==> src/rtl/rlnn_ctrl_pkg.sv <==
// Shared types and constants for the compute-unit control slice.
package rlnn_ctrl_pkg;

   localparam int CU_CNT_W = 8;

   typedef enum logic [2:0] {
      IDLE,
      CLEAR,
      ACCUM,
      DRAIN,
      DONE
   } cu_state_t;

endpackage

==> src/rtl/cu_loop_counter.sv <==
// Load/decrement loop counter with a zero flag; decrement saturates at zero.
module cu_loop_counter
   import rlnn_ctrl_pkg::*;
#(
   parameter int CNT_W = CU_CNT_W
) (
   input  logic             clk,
   input  logic             rst_b,
   input  logic             load,
   input  logic [CNT_W-1:0] load_val,
   input  logic             dec,
   output logic [CNT_W-1:0] count,
   output logic             is_zero
);

   // Load has priority over decrement; a decrement at zero leaves the count at zero.
   always_ff @(posedge clk or negedge rst_b) begin
      if (!rst_b) begin
         count <= '0;
      end else if (load) begin
         count <= load_val;
      end else if (dec && (count != '0)) begin
         count <= count - CNT_W'(1);
      end
   end

   assign is_zero = (count == '0);

endmodule

==> src/rtl/compute_unit_ctrl.sv <==
// Sequencer for the compute unit: runs R rows of K accumulation beats each and
// decodes every compute-unit control strobe from the current state.
module compute_unit_ctrl
   import rlnn_ctrl_pkg::*;
#(
   parameter int COUNT = 128,
   parameter int CNT_W = CU_CNT_W
) (
   input  logic             clk,
   input  logic             rst_b,
   input  logic             start,
   input  logic             abort,
   input  logic [CNT_W-1:0] cfg_chunks,
   input  logic [CNT_W-1:0] cfg_rows,
   input  logic             op_valid,
   output logic             op_ready,
   output logic             rst_accm_b,
   output logic             accm_en,
   output logic             mux_accm_inp,
   output logic             zero_operands,
   output logic             en_adder_tree,
   output logic             sipo_shift,
   output logic             busy,
   output logic             done,
   output logic [CNT_W-1:0] row_idx
);

   cu_state_t        state;
   cu_state_t        next_state;

   logic [CNT_W-1:0] k_lat;
   logic [CNT_W-1:0] r_lat;
   logic [CNT_W-1:0] k_eff;
   logic [CNT_W-1:0] beat_cnt;
   logic [CNT_W-1:0] rows_left;
   logic             beat_zero;
   logic             rows_zero;
   logic             latch_cfg;
   logic             beat_load;
   logic             beat_dec;
   logic             row_load;
   logic             row_dec;
   logic             last_beat;
   logic             last_row;

   // A zero-beat row still needs one beat to load the bias addend.
   assign k_eff = (cfg_chunks == '0) ? CNT_W'(1) : cfg_chunks;

   // A count of zero would only be reached after a corrupted job; treat it as last.
   assign last_beat = beat_zero || (beat_cnt == CNT_W'(1));
   assign last_row  = rows_zero || (rows_left == CNT_W'(1));

   // The row counter counts rows remaining, so the 0-based index is derived from it.
   assign row_idx = r_lat - rows_left;

   // Beats remaining in the current row.
   cu_loop_counter #(.CNT_W(CNT_W)) u_beat_cnt (
      .clk      (clk),
      .rst_b    (rst_b),
      .load     (beat_load),
      .load_val (k_lat),
      .dec      (beat_dec),
      .count    (beat_cnt),
      .is_zero  (beat_zero)
   );

   // Rows remaining in the current job.
   cu_loop_counter #(.CNT_W(CNT_W)) u_row_cnt (
      .clk      (clk),
      .rst_b    (rst_b),
      .load     (row_load),
      .load_val (cfg_rows),
      .dec      (row_dec),
      .count    (rows_left),
      .is_zero  (rows_zero)
   );

   // Job configuration is captured only when a start is accepted.
   always_ff @(posedge clk or negedge rst_b) begin
      if (!rst_b) begin
         k_lat <= '0;
         r_lat <= '0;
      end else if (latch_cfg) begin
         k_lat <= k_eff;
         r_lat <= cfg_rows;
      end
   end

   // State register.
   always_ff @(posedge clk or negedge rst_b) begin
      if (!rst_b) begin
         state <= IDLE;
      end else begin
         state <= next_state;
      end
   end

   // Next-state logic and state-decoded strobes; abort overrides every transition.
   always_comb begin
      next_state    = state;
      op_ready      = 1'b0;
      rst_accm_b    = 1'b1;
      accm_en       = 1'b0;
      mux_accm_inp  = 1'b0;
      zero_operands = 1'b0;
      en_adder_tree = 1'b0;
      sipo_shift    = 1'b0;
      busy          = 1'b1;
      done          = 1'b0;
      latch_cfg     = 1'b0;
      beat_load     = 1'b0;
      beat_dec      = 1'b0;
      row_load      = 1'b0;
      row_dec       = 1'b0;

      case (state)
         IDLE: begin
            busy = 1'b0;
            if (start) begin
               latch_cfg  = 1'b1;
               row_load   = 1'b1;
               next_state = (cfg_rows == '0) ? DONE : CLEAR;
            end
         end
         CLEAR: begin
            rst_accm_b = 1'b0;
            beat_load  = 1'b1;
            next_state = ACCUM;
         end
         ACCUM: begin
            // A unit built without lanes has nothing to consume.
            op_ready     = (COUNT > 0);
            accm_en      = op_valid && op_ready;
            mux_accm_inp = (beat_cnt != k_lat);
            beat_dec     = op_valid && op_ready;
            if (op_valid && op_ready && last_beat) begin
               next_state = DRAIN;
            end
         end
         DRAIN: begin
            zero_operands = 1'b1;
            mux_accm_inp  = 1'b1;
            en_adder_tree = 1'b1;
            sipo_shift    = 1'b1;
            row_dec       = 1'b1;
            next_state    = last_row ? DONE : CLEAR;
         end
         DONE: begin
            done       = 1'b1;
            next_state = IDLE;
         end
         default: begin
            next_state = IDLE;
         end
      endcase

      if (abort) begin
         next_state = IDLE;
         latch_cfg  = 1'b0;
         beat_load  = 1'b0;
         beat_dec   = 1'b0;
         row_load   = 1'b0;
         row_dec    = 1'b0;
      end
   end

endmodule

==> config.mk <==
export PLATFORM = sky130hd
export DESIGN_NAME = compute_unit_ctrl
export DESIGN_NICKNAME = d
export VERILOG_FILES = /design/src/rtl/rlnn_ctrl_pkg.sv /design/src/rtl/cu_loop_counter.sv /design/src/rtl/compute_unit_ctrl.sv
export SDC_FILE = /design/constraint.sdc
export NUM_CORES = 1
export LEC_CHECK = 0
export BUFFER_PORTS_ARGS = -buffer_cell sky130_fd_sc_hd__buf_4
export CORE_MARGIN = 2
export CORE_UTILIZATION = 60
export DETAILED_ROUTE_END_ITERATION = 16
export GPL_ROUTABILITY_DRIVEN = 0
export PLACE_DENSITY = 0.81
export SLEW_MARGIN = 10
export SYNTH_ARGS = -nofsm -noshare
export SYNTH_HDL_FRONTEND = slang
export SYNTH_SLANG_ARGS = --single-unit
==> constraint.sdc <==
create_clock -name clk -period 3.6 [get_ports clk]
set_input_delay 0 -clock clk [delete_from_list [all_inputs] [get_ports clk]]
set_output_delay 0 -clock clk [all_outputs]
set_load 0.01 [all_outputs]
==> Yosys cells after proc, flatten, opt, wreduce, memory -nomap -nowiden <==
Cells that the tools add are included.
{ "classes": {"reduce_logical": 15, "addsub": 3, "mux": 25, "eq_ne": 9} }
{ "ops": {"columns": ["op", "n"], "rows": [
  ["$mux W8", 5],
  ["$logic_not A8 Y1", 4],
  ["$eq A8 B1 Y1 const B", 2],
  ["$reduce_bool A8 Y1", 2],
  ["$sub A8 B1 Y8 const B", 2],
  ["$mux W3", 5],
  ["$mux W1", 13],
  ["$pmux W3 S4", 1],
  ["$ne A8 B8 Y1", 1],
  ["$sub A8 B8 Y8", 1],
  ["$eq A3 B2 Y1 const B", 2],
  ["$ne A3 B3 Y1 const B", 2],
  ["$reduce_bool A2 Y1", 2],
  ["$eq A3 B1 Y1 const B", 1],
  ["$eq A3 B3 Y1 const B", 1],
  ["$logic_and A1 B1 Y1", 3],
  ["$logic_not A3 Y1", 1],
  ["$logic_or A1 B1 Y1", 2],
  ["$pmux W1 S2", 1],
  ["$reduce_and A2 Y1", 1]
]} }
{ "word_totals": {"regBits": 35, "output_inout_bits": 17} }

==> Depth between registers and ports, before layout <==
{ "logic_depth": {"word_depth": 6, "mapped_depth": 8, "depth_no_buf": 8} }

==> By module <==
From an unflattened synthesis, not the netlist that was laid out.
{ "hier_totals": {"hier_cells": 289, "area_unflattened_um2": 2463.6} }
{ "modules_own_cells": {"columns": ["module", "area_each_um2", "cells_each", "n_inst"], "rows": [
  ["compute_unit_ctrl", 1360.1, 163, 1],
  ["cu_loop_counter at u_row_cnt", 575.6, 68, 1],
  ["cu_loop_counter at u_beat_cnt", 528.0, 58, 1]
]} }

==> Worst setup path after synthesis <==
Ideal clock, no wire load.
{ "synth_path": {"path_type": "reg-to-reg", "start": "register u_row_cnt.count[1]", "end": "register u_row_cnt.count[7]", "required_time_ns": 3.474, "setup_slack_ns": 1.620, "n_path_buf": 1, "setup_ns": 0.126, "t_arrival_ns": 1.854, "stages_incl_launch_ff": 8, "path_cell_list": "dfrtp_1 > inv_1 > ha_1 > or4b_1 > o2111ai_2 > buf_6 > nor4_1 > a221o_1"} }
{ "synth_between": {"elab_chain_cells": 3} }
{ "synth_rtl": {"columns": ["item", "line", "rtl"], "rows": [
  ["from (decl)", "cu_loop_counter.sv:12", "output logic [CNT_W-1:0] count,"],
  ["from (signal assigned)", "cu_loop_counter.sv:21", "count <= load_val;"],
  ["from (signal assigned)", "cu_loop_counter.sv:23", "count <= count - CNT_W'(1);"],
  ["$sub A8 B1 Y8 / $reduce_bool A8 Y1 (equally long branches)", "cu_loop_counter.sv:23, cu_loop_counter.sv:22", null],
  ["$mux W8 / $logic_and A1 B1 Y1 (equally long branches)", "cu_loop_counter.sv:22", "end else if (dec && (count != '0)) begin"],
  ["$mux W8 / $reduce_bool A2 Y1 (equally long branches)", null, null]
]} }
Parallel ways exist; a longest one is shown, timed or not. The select of a mux whose other input is x is not followed.
A chain may end at the register's enable or synchronous reset.

==> Worst setup path after layout <==
Same ends and word-level chain as after synthesis.

==> impl_metrics.csv <==
group,metric,value,unit
status,outcome,"finished, final reports clean",
cells_and_area,fillCellCount,276,
clock_network,cts.sinks,35,
power,p_per_area,910,nW/µm²
drt,post_drt_via_cell_ratio,5.52,
logic_synthesis,synth-simple-area-share,0.261,
critical_path,worstPathMaxFanout,15,
logic_synthesis,synth_top_family_by_area,"simple AND/OR/NAND/NOR gates",
floorplan,die_h,65.4,µm
job,max_cap_violations,0,
global_routing,grt.overflow.total,0,
drt,vias,2011,
critical_path,arrival,2.51,ns
logic_synthesis,synth_xor_area_frac,0.0736,
global_routing,gr-max-usage-layer,"met2",
logic_synthesis,synth_edf_count,0,
logic_synthesis,synthAdderAreaFrac,0.0808,
sta,period_needed,2.33,ns
sta,rsz0062_at_grt,"false",
worst_hold_path,hold_depth,3,
drt,drt-initial-drc-count,122,
critical_path,cp.required,3.78,ns
sta,period_share,0.648,
drt,wire_per_inst,13.7,µm
global_routing,grt_pass1_vias,1891,
critical_path,critPathCaptureType,"flop",
critical_path,r2r-start,"u_row_cnt.count[1]",
sta,hold_viol_final,0,
sta,fmax,428,MHz
clock_network,cts_max_level,2,
logic_synthesis,yosys_most_used_dff,"dfrtp_1",
drt,drc_errors,0,
place,io_buffers,37,
power,ir_drop,0.593,mV
worst_hold_path,hold_path.class,"in -> reg",
logic_synthesis,yosysSeqAreaShare,0.388,
clock_network,clock_path_buffers,2,
critical_path,worstPathCellList,"inv_1 > ha_1 > or4b_1 > o2111ai_2 > o21ai_0 > a221o_1",
logic_synthesis,syn-num-nets,297,
clock_network,worstSkewPairLatency,0.29,ns
global_routing,track_usage,0.260,
clock_network,cts_resized,0,
logic_synthesis,synth_compound_area_frac,0.131,
logic_synthesis,ys_ff_latch,35,
sta,setup_viol,0,
worst_hold_path,hold_start,"start",
floorplan,core-area,3630,µm²
global_routing,gr-usage-met3,0.0531,
sta,worst_slack,1.27,ns
critical_path,ff2ff_path_depth,6,
drt,dr.pass1.iters,5,
logic_synthesis,syn-mean-instance-area,8.62,µm²
clock_network,cts-root-buf,"clkbuf_8",
cells_and_area,layout_common_cells,"53 x nand2_1, 38 x buf_4, 35 x dfrtp_1",
clock_network,cts_tree,"built",
sta,maxSlewHeadroom,0.500,
critical_path,r2r_slack,1.27,ns
critical_path,path_delay_family,"compound AO/OA/AOI/OAI gates",
logic_synthesis,async_flop_share,1.00,
cells_and_area,area_delta_synth_final,24.3,%
floorplan,start_util,0.622,
floorplan,pin_count,38,
global_routing,antenna_found_initial,0,
clock_network,cts-buffers-inserted,5,
cells_and_area,final_common_cell,"nand2_1",
critical_path,worstPathBufferInverterCount,1,
logic_synthesis,synth.distinct_cells,49,
logic_synthesis,ys_warn_count,0,
clock_network,cts.clk_slew.worst_paths,0.08,ns
sta,worst_pin_slew,0.748,ns
logic_synthesis,syn_area,2260,µm²
drt,wl,4.97,mm
sta,fin_tns_setup,0,ns
critical_path,critPathKind,"reg -> reg",
critical_path,worst_path_max_delay_cell,"o2111ai_2",
floorplan,dieWidth,65.4,µm
cells_and_area,drive_gt1_frac,0.158,
place,dp_slack,1.30,ns
logic_synthesis,synthMuxAreaShare,0.00443,
critical_path,crit_path_start_kind,"flop",
critical_path,r2r-end,"u_row_cnt.count[7]",
worst_hold_path,hold_path_end,"state[0]",
global_routing,grt_first_pass_wirelength,8.42,mm
sta,drv_slew,0,
floorplan,rows,22,
power,p_leak,1.30,nW
place,dpl.hpwl,3.55,mm
global_routing,grt_use_met1,0.371,
global_routing,grt_max_degree,36,
floorplan,die-area,4270,µm²
critical_path,critical_path.max_stage_delay,0.50,ns
drt,ant_nets,0,
cells_and_area,antenna_cells,0,
logic_synthesis,postSynthCellCount,262,
cells_and_area,final_nets,350,
sta,clock_skew,0.00283,ns
global_routing,grtUsageMet2,0.406,
how the worst max path moves through the flow:
stage,startpoint,cells after the start,to
after detailed placement,u_row_cnt.count[1],6,u_row_cnt.count[7]
after floorplan,u_row_cnt.count[1],7,u_row_cnt.count[7]
final,u_row_cnt.count[1],6,u_row_cnt.count[7]
after global routing,u_row_cnt.count[1],6,u_row_cnt.count[7]
after CTS,u_row_cnt.count[1],6,u_row_cnt.count[7]
after global placement,u_row_cnt.count[1],6,u_row_cnt.count[7]
through the flow:
| stage | hold slack [ns] | utilization | std cells | total power, mW | area [µm²] |
|---|---|---|---|---|---|
| after CTS | 0.121 | 0.773 | 364 | 2.56 | 2810 |
| after global routing | 0.161 | 0.773 | 364 | 2.78 | 2810 |
| after detailed placement | -0.0234 | 0.698 | 338 | 2.24 | 2540 |
| after global placement | -0.0241 | 0.698 | 338 | 2.20 | 2540 |
| final | 0.125 | 0.773 | 364 | 2.56 | 2810 |
| after floorplan | -0.296 | - | 262 | 1.74 | 2260 |
cell usage after synthesis (all sizes together) (2+ instances only):
master | number | area, µm²
o21ai | 14 | 70.1
buf | 6 | 53.8
o211ai | 3 | 22.5
xnor2 | 13 | 114
inv | 19 | 71.3
nand3b | 2 | 15.0
o31ai | 3 | 22.5
o311ai | 4 | 35.0
nor4 | 5 | 37.5
nor2b | 3 | 18.8
or3 | 4 | 25.0
clkbuf | 4 | 15.0
and2 | 2 | 12.5
dfrtp | 35 | 876
a221o | 3 | 30.0
a21oi | 5 | 25.0
or4 | 4 | 30.0
nor3 | 3 | 15.0
nand2 | 53 | 199
nand3 | 11 | 55.1
a211oi | 2 | 20.0
ha | 13 | 163
nor2 | 21 | 78.8
xor2 | 6 | 52.6
o2111ai | 2 | 23.8
nand2b | 5 | 31.3
worst min-delay path, stage by stage:
cell      delay (ns)
buf_4           0.09
o311ai_0        0.16
nor2_1          0.13
layer usage:
layer	vias to the layer above	wire [µm]	part of all wire
met5	-	0	0
met4	0	58	0.012
met3	7	356	0.072
met2	65	2220	0.45
met1	930	2330	0.47
li1	1009	-	-
cell type report:
class	instances	area (µm²)	share of cell area
clock inverter	3	23.8	0.00846
inverter	19	71.3	0.0254
sequential	35	876	0.312
tap	48	60.1	0.0214
timing repair buffer	56	465	0.166
clock buffer	5	68.8	0.0245
multi-input combinational	198	1240	0.443
timing repair:
item                                   in CTS  in global routing
setup buffers                               0                  0
endpoints found under the hold margin      59                  0
hold buffers                               18                  0
kinds of logic (layout without fill, tap and decap cells):
family          Yosys count  after routing
flops                    35             35
xor+xnor                 19             19
mux                       1              1
compound gates           42             42
buf+inv                  29             83
fa+ha+maj                14             14
simple gates            122            122
flip-flops by register name, indices dropped and copies added (netlist names):
register and flops:
u_beat_cnt.count 8, state 3, r_lat 8, k_lat 8, u_row_cnt.count 8
report_power, final:
group	leakage, nW	switching (mW)	internal, mW
logic	0.825	0.746	0.727
registers	0.437	0.213	0.576
clock network	0.0408	0.155	0.138
(Power assumes the default switching activity.)
